--- src/rtl/axi_reg_responder_if.sv ---
// AXI4 request/response struct types and a bus interface that bundles them for the register responder.
// The interface carries one request struct (initiator to target) and one response struct (target to initiator).
package soc_pkg;
    localparam int ID_W   = 4;
    localparam int ADDR_W = 32;
    localparam int DATA_W = 64;
    localparam int STRB_W = DATA_W / 8;

    typedef struct packed {
        logic [ID_W-1:0]   id;
        logic [ADDR_W-1:0] addr;
        logic [7:0]        len;
        logic [2:0]        size;
        logic [1:0]        burst;
        logic              lock;
        logic [3:0]        cache;
        logic [2:0]        prot;
        logic [3:0]        qos;
        logic [3:0]        region;
        logic [5:0]        atop;
        logic              user;
    } aw_chan_t;

    typedef struct packed {
        logic [ID_W-1:0]   id;
        logic [ADDR_W-1:0] addr;
        logic [7:0]        len;
        logic [2:0]        size;
        logic [1:0]        burst;
        logic              lock;
        logic [3:0]        cache;
        logic [2:0]        prot;
        logic [3:0]        qos;
        logic [3:0]        region;
        logic              user;
    } ar_chan_t;

    typedef struct packed {
        logic [DATA_W-1:0] data;
        logic [STRB_W-1:0] strb;
        logic              last;
        logic              user;
    } w_chan_t;

    typedef struct packed {
        logic [ID_W-1:0] id;
        logic [1:0]      resp;
        logic            user;
    } b_chan_t;

    typedef struct packed {
        logic [ID_W-1:0]   id;
        logic [DATA_W-1:0] data;
        logic [1:0]        resp;
        logic              last;
        logic              user;
    } r_chan_t;

    typedef struct packed {
        aw_chan_t aw;
        logic     aw_valid;
        w_chan_t  w;
        logic     w_valid;
        logic     b_ready;
        ar_chan_t ar;
        logic     ar_valid;
        logic     r_ready;
    } s_req_t;

    typedef struct packed {
        logic    aw_ready;
        logic    w_ready;
        b_chan_t b;
        logic    b_valid;
        logic    ar_ready;
        r_chan_t r;
        logic    r_valid;
    } s_resp_t;
endpackage


--- src/rtl/axi_reg_responder.sv ---
// AXI4 slave exposing NUM_REGS 64-bit registers with independent write and read state machines.
// Only single-beat, 64-bit, aligned accesses hit a register; everything else answers with an error code.
module axi_reg_responder #(
    parameter logic [63:0] BASE_ADDR = 64'h4000_0000,
    parameter int unsigned NUM_REGS  = 8,
    parameter type         req_t     = soc_pkg::s_req_t,
    parameter type         resp_t    = soc_pkg::s_resp_t
) (
    input  logic  clk_i,
    input  logic  srst_i,
    input  req_t  req_i,
    output resp_t resp_o
);
    // W_IDLE: accept AW | W_DATA: take len+1 beats | W_RESP: hold B | R_IDLE: accept AR | R_DATA: stream beats
    localparam logic [1:0] W_IDLE = 2'd0;
    localparam logic [1:0] W_DATA = 2'd1;
    localparam logic [1:0] W_RESP = 2'd2;
    localparam logic [0:0] R_IDLE = 1'b0;
    localparam logic [0:0] R_DATA = 1'b1;

    localparam logic [1:0] RESP_OKAY   = 2'b00;
    localparam logic [1:0] RESP_SLVERR = 2'b10;
    localparam logic [1:0] RESP_DECERR = 2'b11;

    localparam int unsigned IDX_W = (NUM_REGS > 1) ? $clog2(NUM_REGS) : 1;
    localparam logic [63:0] LIMIT = BASE_ADDR + 64'(8 * NUM_REGS);

    function automatic logic [1:0] decode(input logic [soc_pkg::ADDR_W-1:0] addr,
                                          input logic [7:0] len, input logic [2:0] size);
        if (64'(addr) < BASE_ADDR || 64'(addr) >= LIMIT) return RESP_DECERR;
        if (addr[2:0] != 3'd0 || size != 3'd3 || len != 8'd0) return RESP_SLVERR;
        return RESP_OKAY;
    endfunction

    function automatic logic [IDX_W-1:0] reg_idx(input logic [soc_pkg::ADDR_W-1:0] addr);
        return IDX_W'((64'(addr) - BASE_ADDR) >> 3);
    endfunction

    logic [63:0] regs_q [NUM_REGS];

    logic [1:0]                 w_state_q, w_state_d;
    logic [7:0]                 w_cnt_q,   w_cnt_d;
    logic [soc_pkg::ID_W-1:0]   w_id_q,    w_id_d;
    logic [IDX_W-1:0]           w_idx_q,   w_idx_d;
    logic [1:0]                 w_resp_q,  w_resp_d;
    logic                       w_commit;

    logic [0:0]                 r_state_q, r_state_d;
    logic [7:0]                 r_cnt_q,   r_cnt_d;
    logic [soc_pkg::ID_W-1:0]   r_id_q,    r_id_d;
    logic [1:0]                 r_resp_q,  r_resp_d;
    logic [63:0]                r_data_q,  r_data_d;
    logic [1:0]                 ar_resp;

    // Burst type, cache attributes, w.last and friends carry no meaning here.
    logic unused_req;
    assign unused_req = ^req_i;

    always_comb begin
        w_state_d = w_state_q;
        w_cnt_d   = w_cnt_q;
        w_id_d    = w_id_q;
        w_idx_d   = w_idx_q;
        w_resp_d  = w_resp_q;
        w_commit  = 1'b0;
        case (w_state_q)
            W_IDLE: begin
                if (req_i.aw_valid) begin
                    w_state_d = W_DATA;
                    w_cnt_d   = req_i.aw.len;
                    w_id_d    = req_i.aw.id;
                    w_idx_d   = reg_idx(req_i.aw.addr);
                    w_resp_d  = decode(req_i.aw.addr, req_i.aw.len, req_i.aw.size);
                end
            end
            W_DATA: begin
                if (req_i.w_valid) begin
                    w_commit = (w_resp_q == RESP_OKAY);
                    if (w_cnt_q == 8'd0) w_state_d = W_RESP;
                    else                 w_cnt_d   = w_cnt_q - 8'd1;
                end
            end
            W_RESP: begin
                if (req_i.b_ready) w_state_d = W_IDLE;
            end
            default: w_state_d = W_IDLE;
        endcase
    end

    always_ff @(posedge clk_i) begin
        if (srst_i) begin
            w_state_q <= W_IDLE;
            w_cnt_q   <= '0;
            w_id_q    <= '0;
            w_idx_q   <= '0;
            w_resp_q  <= '0;
            for (int i = 0; i < int'(NUM_REGS); i++) regs_q[i] <= '0;
        end else begin
            w_state_q <= w_state_d;
            w_cnt_q   <= w_cnt_d;
            w_id_q    <= w_id_d;
            w_idx_q   <= w_idx_d;
            w_resp_q  <= w_resp_d;
            if (w_commit) begin
                for (int k = 0; k < 8; k++) begin
                    if (req_i.w.strb[k]) regs_q[w_idx_q][8*k +: 8] <= req_i.w.data[8*k +: 8];
                end
            end
        end
    end

    // The snapshot reads regs_q before any same-edge commit lands, so a racing read sees the old value.
    always_comb begin
        r_state_d = r_state_q;
        r_cnt_d   = r_cnt_q;
        r_id_d    = r_id_q;
        r_resp_d  = r_resp_q;
        r_data_d  = r_data_q;
        ar_resp   = decode(req_i.ar.addr, req_i.ar.len, req_i.ar.size);
        if (r_state_q == R_IDLE) begin
            if (req_i.ar_valid) begin
                r_state_d = R_DATA;
                r_cnt_d   = req_i.ar.len;
                r_id_d    = req_i.ar.id;
                r_resp_d  = ar_resp;
                r_data_d  = (ar_resp == RESP_OKAY) ? regs_q[reg_idx(req_i.ar.addr)] : 64'd0;
            end
        end else begin
            if (req_i.r_ready) begin
                if (r_cnt_q == 8'd0) r_state_d = R_IDLE;
                else                 r_cnt_d   = r_cnt_q - 8'd1;
            end
        end
    end

    always_ff @(posedge clk_i) begin
        if (srst_i) begin
            r_state_q <= R_IDLE;
            r_cnt_q   <= '0;
            r_id_q    <= '0;
            r_resp_q  <= '0;
            r_data_q  <= '0;
        end else begin
            r_state_q <= r_state_d;
            r_cnt_q   <= r_cnt_d;
            r_id_q    <= r_id_d;
            r_resp_q  <= r_resp_d;
            r_data_q  <= r_data_d;
        end
    end

    always_comb begin
        resp_o          = '0;
        resp_o.aw_ready = (w_state_q == W_IDLE) || srst_i;
        resp_o.w_ready  = (w_state_q == W_DATA) && !srst_i;
        resp_o.b_valid  = (w_state_q == W_RESP) && !srst_i;
        resp_o.b.id     = w_id_q;
        resp_o.b.resp   = w_resp_q;
        resp_o.ar_ready = (r_state_q == R_IDLE) || srst_i;
        resp_o.r_valid  = (r_state_q == R_DATA) && !srst_i;
        resp_o.r.id     = r_id_q;
        resp_o.r.data   = r_data_q;
        resp_o.r.resp   = r_resp_q;
        resp_o.r.last   = (r_cnt_q == 8'd0);
    end
endmodule

--- config.mk ---
export PLATFORM = sky130hd
export DESIGN_NAME = axi_reg_responder
export DESIGN_NICKNAME = d
export VERILOG_FILES = /design/src/rtl/axi_reg_responder_if.sv /design/src/rtl/axi_reg_responder.sv
export SDC_FILE = /design/constraint.sdc
export NUM_CORES = 1
export LEC_CHECK = 0
export CAP_MARGIN = 20
export CORE_UTILIZATION = 55
export CTS_CLUSTER_DIAMETER = 100
export CTS_CLUSTER_SIZE = 30
export DETAILED_ROUTE_END_ITERATION = 8
export GPL_TIMING_DRIVEN = 0
export PLACE_DENSITY = 0.78
export SLEW_MARGIN = 10
export SYNTH_ARGS = -nofsm -noshare
export SYNTH_HDL_FRONTEND = slang
export SYNTH_SLANG_ARGS = --single-unit
--- constraint.sdc ---
create_clock -name clk_i -period 6.48 [get_ports clk_i]
set_input_delay 1.62 -clock clk_i [delete_from_list [all_inputs] [get_ports clk_i]]
set_output_delay 1.62 -clock clk_i [all_outputs]
set_load 0.01 [all_outputs]
Yosys cells after proc, flatten, opt, wreduce, memory -nomap -nowiden

Memories as Yosys holds them, arrays and structs flattened.
Index checks and enable logic that the tools add are counted.

Register bits: 98
Bits in writable memories: 512
Input port bits: 219
Output and inout port bits: 84
Memories kept: 1

Add/subtract/negate cells: 4
$lt $le $gt $ge: 4
Eq/ne operators: 11
Multiplexer cells: 75
Bitwise operators: 1
Reductions and logical operators: 29

Memory list:

| name   | words | bits a word | read ports | clocked after memory_dff | wr ports | RTL line                | source |
|---|---|---|---|---|---|---|---|
| regs_q | 8     | 64          | 1          | 0                        | 8        | axi_reg_responder.sv:39 | `logic [63:0] regs_q [NUM_REGS];` |

Operator list:

| operator               | number |
|---|---|
| $mux W64               | 2 |
| $ge A32 B31 Y1 const B | 2 |
| $lt A32 B31 Y1 const B | 2 |
| $mux W8                | 8 |
| $reduce_or A64 Y1      | 1 |
| $mux W1                | 50 |
| $mux W2                | 12 |
| $logic_not A8 Y1       | 2 |
| $pmux W8 S2            | 1 |
| $reduce_bool A8 Y1     | 2 |
| $sub A8 B1 Y8 const B  | 2 |
| $ne A2 B2 Y1 const B   | 7 |
| $sub A6 B1 Y6 const B  | 2 |
| $logic_or A1 B1 Y1     | 8 |
| $reduce_and A4 Y1      | 2 |
| $logic_not A2 Y1       | 3 |
| $ne A3 B2 Y1 const B   | 2 |
| $pmux W2 S3            | 1 |
| $reduce_bool A3 Y1     | 2 |
| $reduce_and A2 Y1      | 2 |
| $reduce_bool A2 Y1     | 2 |
| $logic_and A1 B1 Y1    | 3 |
| $mux W3                | 1 |
| $reduce_and A3 Y1      | 1 |
| 4 further kinds        | 4 |

Depth between registers and ports, before layout

Gate-level depths: netlist (run 1).

Depth after elaboration: 10
Gate-level depth with buffers: 6
Mapped depth without buffers: 6

Worst setup path before layout (run 1)

Ideal clock, no wire load.

Kind: input to output
Start point: input srst_i
End point: output resp_o[74] (netlist name)
Data arrival time: 2.610 ns
Data required time: 4.860 ns
Setup slack: 2.250 ns
Stages on the path: 4
Path buffers: 3
Cell sequence: clkbuf_1 -> clkbuf_1 -> clkbuf_1 -> nor2_1

RTL lines:

| what        | RTL line                | source |
|---|---|---|
| from (decl) | axi_reg_responder.sv:10 | `input logic srst_i,` |
| to (decl)   | axi_reg_responder.sv:12 | `output resp_t resp_o` |

==> results of run 1 <==
[synthesized netlist by cell type, types with 5 or more instances]
master,count,area share
dfxtp_1,98,0.073
inv_1,7,0.00098
nand2_1,89,0.012
a32o_1,5,0.0019
buf_2,13,0.0024
mux4_2,128,0.11
a21oi_1,21,0.0039
nand3_1,15,0.0028
edfxtp_1,512,0.57
o22ai_1,6,0.0014
nor4_1,16,0.0037
nor2_1,94,0.013
clkbuf_1,70,0.0098
nor3_1,6,0.0011
mux2i_1,72,0.027
and2_1,514,0.12
nor4b_1,6,0.0020
nand4_1,5,0.0012
o21ai_0,134,0.025
buf_1,8,0.0011
[metal layers]
| layer | part of all wire | wire (um) | vias up | track usage |
|---|---|---|---|---|
| met5 | 0 | 0 | - | 0 |
| met4 | 0.034 | 2210 | 0 | 0.0908 |
| met3 | 0.10 | 6660 | 109 | 0.0579 |
| met2 | 0.49 | 32100 | 846 | 0.442 |
| met1 | 0.37 | 24600 | 8246 | 0.346 |
| li1 | - | - | 7563 | - |
[worst min-delay path by stage]
stage	from	endpoint	slack [ns]	depth (start not counted)
floorplan	r_cnt_q[6]	r_cnt_q[6]	0.44	2
global route	r_id_q[1]	r_id_q[1]	0.49	2
global placement	r_data_q[20]	r_data_q[20]	0.43	2
finish	r_id_q[3]	r_id_q[3]	0.46	2
CTS	r_id_q[3]	r_id_q[3]	0.46	2
detailed placement	r_data_q[1]	r_data_q[1]	0.44	2
[worst max-delay path, delay by kind of cell]
family        cells  cell delay (ns)
buf+inv           5             1.80
simple gates      1             0.17
[registers in the layout (all words and copies together), names as in the netlist]
| signal | flops |
|---|---|
| r_cnt_q | 8 |
| r_state_q | 1 |
| w_resp_q | 2 |
| r_resp_q | 2 |
| regs_q | 512 |
| r_data_q | 64 |
| w_cnt_q | 8 |
| w_id_q | 4 |
| w_state_q | 2 |
| w_idx_q | 3 |
| r_id_q | 4 |
[cell families (layout without fill, tap and decap cells)]
kind of cell / count (synthesis) / after routing / synth area share
and+or+nand+nor: 771 / 771 / 0.164
other: 1 / 4 / 0.000139
buffers and inverters: 100 / 434 / 0.0148
muxes: 200 / 200 / 0.134
adders and majority gates: 4 / 4 / 0.00186
AOI/OAI and AO/OA: 193 / 193 / 0.0404
DFF: 610 / 610 / 0.645
xor gates and xnor gates: 1 / 1 / 0.000326
[layout make-up]
type                       count  area share
buffer                        93      0.0120
sequential                   610       0.557
clock inverter                 3    0.000924
inverter                       7    0.000844
multi-input combinational   1171       0.294
tap                          615      0.0247
antenna                        2    0.000161
timing repair buffer         291      0.0890
clock buffer                  40      0.0219
[per-stage QoR]
stage / instance area, sq um / total power [mW] / cells
final: 31100 / 7.08 / 2832
after global routing: 31100 / 7.28 / 2832
after CTS: 31100 / 7.08 / 2822
after detailed placement: 30400 / 5.26 / 2779
after global placement: 30200 / 5.22 / 2746
after floorplan: 26900 / 4.90 / 1881
[where the power goes]
group | total (mW) | switching, mW | internal [mW]
Sequential | 4.42 | 0.0547 | 4.37
Clock | 1.90 | 1.16 | 0.740
Combinational | 0.757 | 0.426 | 0.331
==> reports/results.tsv, run 1 <==
stage	metric	value	unit
finish	commonest cells after routing, fill and taps aside	and2_1, edfxtp_1, clkdlybuf4s50_1	
worst_setup_path	CP Launch Type	input pin	
status	outcome	complete, no violations	
synthesis	Mean Syn Cell Area	14.3	sq um
synthesis	Seq cells post-synth	610	
synthesis	Syn Inst Count	1880	
grt	largest net degree at the start of global routing	32	
worst_setup_path	WS Path Type	input pin to output pin	
worst_setup_path	CP max FO	10	
floorplan	DIE AREA	49800	sq um
clock_tree	CTS Buf Count	24	
worst_setup_path	CP Cell Sequence	clkbuf_1 -> inv_1 -> clkbuf_1 -> nand2_1 -> inv_1 -> clkdlybuf4s50_1	
pwr	Pleak	11.1	nW
routing	vias per cell	5.92	
pwr	worst ir drop on vdd	0.202	mV
finish	layout cell share with drive strength beyond 1	0.0980	
sta	unrepaired setup endpoints after global routing	no	
finish	net count reported at finish	2421	
routing	Detail Route Antenna Nets	0	
sta	WHS	0.461	ns
pwr	P per Cell Area	227	nW/um^2
grt	vias in the first global route	16713	
clock_tree	# hold bufs at CTS	0	
clock_tree	clk slew on worst S/H paths	0.10	ns
worst_setup_path	Worst R2R Start	w_state_q[1]	
synthesis	prevailing post-synth register cell	edfxtp_1	
sta	Tmin final	5.20	ns
clock_tree	CTS root buf	clkbuf_16	
grt	grt total ovfl	0	
routing	post-DR wirelength/cell	23.1	um
grt	first-pass GRT wire length	98.4	mm
floorplan	Initial Util	0.561	
synthesis	Synth Warn #	0	
worst_setup_path	Register-to-Register Path Depth	6	
clock_tree	H-tree levels	1	
sta	Setup TNS	0	ns
floorplan	die width	223	um
place	detailed placer's ending HPWL	47.5	mm
worst_setup_path	Data arrival, critical path	3.58	ns
clock_tree	clock sinks	610	
synthesis	EDFF count, synth	512	
routing	1st-iter DRT viols	1850	
routing	DRC	0	
finish	fin util	0.650	
place	DP Worst Slack	1.26	ns
sta	Max Slew Vio Count	0	
place	Buffers on Ports	250	
grt	GRT Util Overall	0.265	
finish	Synth-to-Final Area Change	15.9	%
routing	drt total wl	65.6	mm
sta	# setup viols final	0	
worst_setup_path	R2R setup slack	2.73	ns
routing	drt pass-1 iters	6	
finish	Layout fillers	3436	
grt	initial antenna violation count	2	
synthesis	Post-synth ARST share	0	
sta	final worst path period share	0.803	
floorplan	# rows	80	
sta	Final Hold Fails	0	
sta	clk_skew	0.0148	ns
finish	most common cell after layout, fill and taps aside	and2_1	
worst_setup_path	FF-to-FF End	regs_q[6][16]	
finish	register area	17300	sq um
clock_tree	postcts setup bufs	0	
worst_setup_path	CP max stage delay	0.67	ns
clock_tree	CTS tree	done	
sta	Worst Max-Slew Pin Slew	1.17	ns
flow_run	Max-Cap Viols	0	
clock_tree	Clk Latency, worst-skew pair	0.58	ns
synthesis	Mapped Area	26900	sq um
worst_setup_path	WP data required	4.86	ns
sta	Rel. slew slack	0.213	
clock_tree	Resized cells post-CTS	0	
sta	Fmax achieved	0.192	GHz
floorplan	core footprint	47900	sq um
floorplan	I/O Pins	303	
clock_tree	clock tree buffer depth	3	
synthesis	Yosys cell types	52	
worst_setup_path	slowest CP cell	clkbuf_1	
place	RePlAce Congestion	0.841	
routing	Vias	16764	
floorplan	die extent in y	223	um
synthesis	sequential share of the synthesized area	0.645	
worst_setup_path	CP endpoint	resp_o[0]	
worst_setup_path	Worst Setup SP	srst_i	
sta	post-route worst setup slack	1.28	ns
min_path	Worst Hold Class	flop to flop	
finish	area taken by multi-input logic gates	9160	sq um
worst_setup_path	Worst Setup End Kind	output pin	
Power figures use the tool's default switching activity.
==> run 2, diff against run 1 <==
clock period = 5.33 ns   (was 6.48 ns; I/O delays follow)
==> results of run 2 <==
The final DEF is identical to that of run 1. Status: complete, no violations.
Main changes from that run: setup slack after placement 1.26 ns -> 0.592 ns; setup slack after layout 1.28 ns -> 0.703 ns; register-to-register setup slack 2.73 ns -> 1.58 ns; total power 7.08 mW -> 8.61 mW; worst IR drop on VDD 0.202 mV -> 0.246 mV
==> RTL change: new RTL, flow settings as in run 1 <==
`r_data_q` no longer has a reset.
--- a/src/rtl/axi_reg_responder.sv
+++ b/src/rtl/axi_reg_responder.sv
@@ -141,3 +141,2 @@
             r_resp_q  <= '0;
-            r_data_q  <= '0;
         end else begin
@@ -147,4 +146,7 @@
             r_resp_q  <= r_resp_d;
-            r_data_q  <= r_data_d;
         end
+    end
+
+    always_ff @(posedge clk_i) begin
+        r_data_q <= r_data_d;
     end
Function: not settled (the Yosys comparison gave no result); the edit may change what the design does.
==> RTL change against run 1 <==
Non-clock buffer count fell by 1. Synthesized area rose by 1.2%. Critical endpoint unchanged. Sequential share of layout area rose by 1.3 points. Largest power group unchanged. Hold slack improved by 0.0063 ns. Power rose by 2.0%. Routed wire length fell by 0.57%. Final area rose by 1.4%. Setup slack got worse by 0.70 ns. Global-route usage fell by 0.44 points. Sequential cell count did not move.
==> RTL change: results (changes against run 1) <==
- DR iter-0 viols: 1735 (-6.2%)
- Distinct cell type count after synthesis: 51 (-1.9%)
- Leak: 11.2 nW (+0.99%)
- Fin Clk Skew: 0.0213 ns (+0.00648 ns)
- RePlAce Congestion: 0.837 (-0.42%)
- Layout cells sized above 1: 0.102 (+0.00439)
- Total Routing Usage GR: 0.261 (-0.00444)
- Non-Clock Buffer Count: 383 (-0.26%)
- Clk_buf instances: 42 (+5.0%)
- Setup slack at placement: 0.686 ns (-0.569 ns)
- Critical-path maximum fanout: 10 (unchanged)
- Clock network share of area: 0.0226 (-0.000189)
- Ant diodes: 4 (+2)
- Post-CTS Resized: 0 (unchanged)
- Post-DP HPWL: 46.9 mm (-1.4%)
- WP data arrival: 4.28 ns (+0.70 ns)
- Largest net degree at the start of global routing: 39 (+22%)
- Seq/total area: 0.569 (+0.0128)
- Post-synthesis compound-gate area fraction: 0.0279 (-0.0125)
- Post-Synth XOR/XNOR Area: 0 (-0.000326)
- Post-Route WL: 65.2 mm (-0.57%)
- Worst slew pin tran: 1.14 ns (-0.0298 ns)
- Port Buffers: 251 (+0.40%)
- First-pass GRT wire length: 97.8 mm (-0.62%)
- Internal power: 5.56 mW (+2.2%)
- Signal buf overhead: 0.100 (-0.000647)
- Non-clk invs: 10 (+3)
- Initial antenna violation count: 3 (+1)
- Post-synth EDFFs: 576 (+13%)
- Multiplexer area fraction after synthesis: 0.133 (-0.00148)
- Via density: 5.85 (-1.2%)
- Crit path largest cell delay: 0.78 ns (+0.11 ns)
- Final nets: 2364 (-2.4%)
- 1st-pass router iterations: 5 (-1)
- Run status: complete, no violations
- Multi-input gate share of total cell area: 0.280 (-0.0141)
- VDD IR-drop max: 0.000170 V (-16%)
- Post-synth top cells: edfxtp_1 (576), and2_1 (514), nor2_1 (156), mux4_2 (128), o21ai_0 (78)
- Multi-input comb cells: 1112 (-5.0%)
- Register area share after synthesis: 0.661 (+0.0162)
- Filler instances: 3597 (+4.7%)
- R2r worst-path depth: 5 (-1)
- Vias in the first global route: 16.6k (-0.43%)
RTL change: cell types whose count changed in the layout (fill, tap and decap cells not counted), sizes merged, moves of 56 or more:
cell	before	now
nor2	94	156
edfxtp	512	576
nand2	89	28
o21ai	134	78
dfxtp	98	34
RTL change: through the flow:
step / util / area (um^2) / cells
floorplan: - / 27200 / 1818
global placement: 0.625 / 30500 / 2733
detailed placement: 0.630 / 30800 / 2769
CTS: 0.645 / 31500 / 2813
global route: 0.646 / 31600 / 2825
finish: 0.646 / 31600 / 2827
RTL change: worst paths after layout:
| kind | slack (ns) | from | end |
|---|---|---|---|
| worst max-delay path | 0.58 | srst_i | resp_o[0] |
| worst min-delay path | 0.47 | w_id_q[2] | w_id_q[2] |
| worst max register to register | 3.02 | w_resp_q[0] | regs_q[7][41] |
| worst min register to register | 0.47 | w_id_q[2] | w_id_q[2] |
RTL change: worst max-delay path, delay by kind of cell:
kind / cells / cell delay [ns]
buffers and inverters: 6 / 2.44
AND/OR/NAND/NOR: 1 / 0.22
RTL change: per-layer routing:
| metal | vias to the layer above | part of all wire | GRT usage |
|---|---|---|---|
| li1 | 7389 | - | - |
| met1 | 8203 | 0.39 | 0.344 |
| met2 | 799 | 0.49 | 0.436 |
| met3 | 141 | 0.083 | 0.0445 |
| met4 | 2 | 0.037 | 0.0977 |
| met5 | - | 0.00018 | 0 |
RTL change: power by group through the flow:
stage,combinational (mW),sequential [mW],clock (mW)
after CTS,0.794,4.52,1.91
after global placement,0.756,4.60,0
after global routing,0.850,4.53,2.02
after floorplan,0.398,4.60,0
after detailed placement,0.790,4.61,0
final,0.798,4.52,1.91
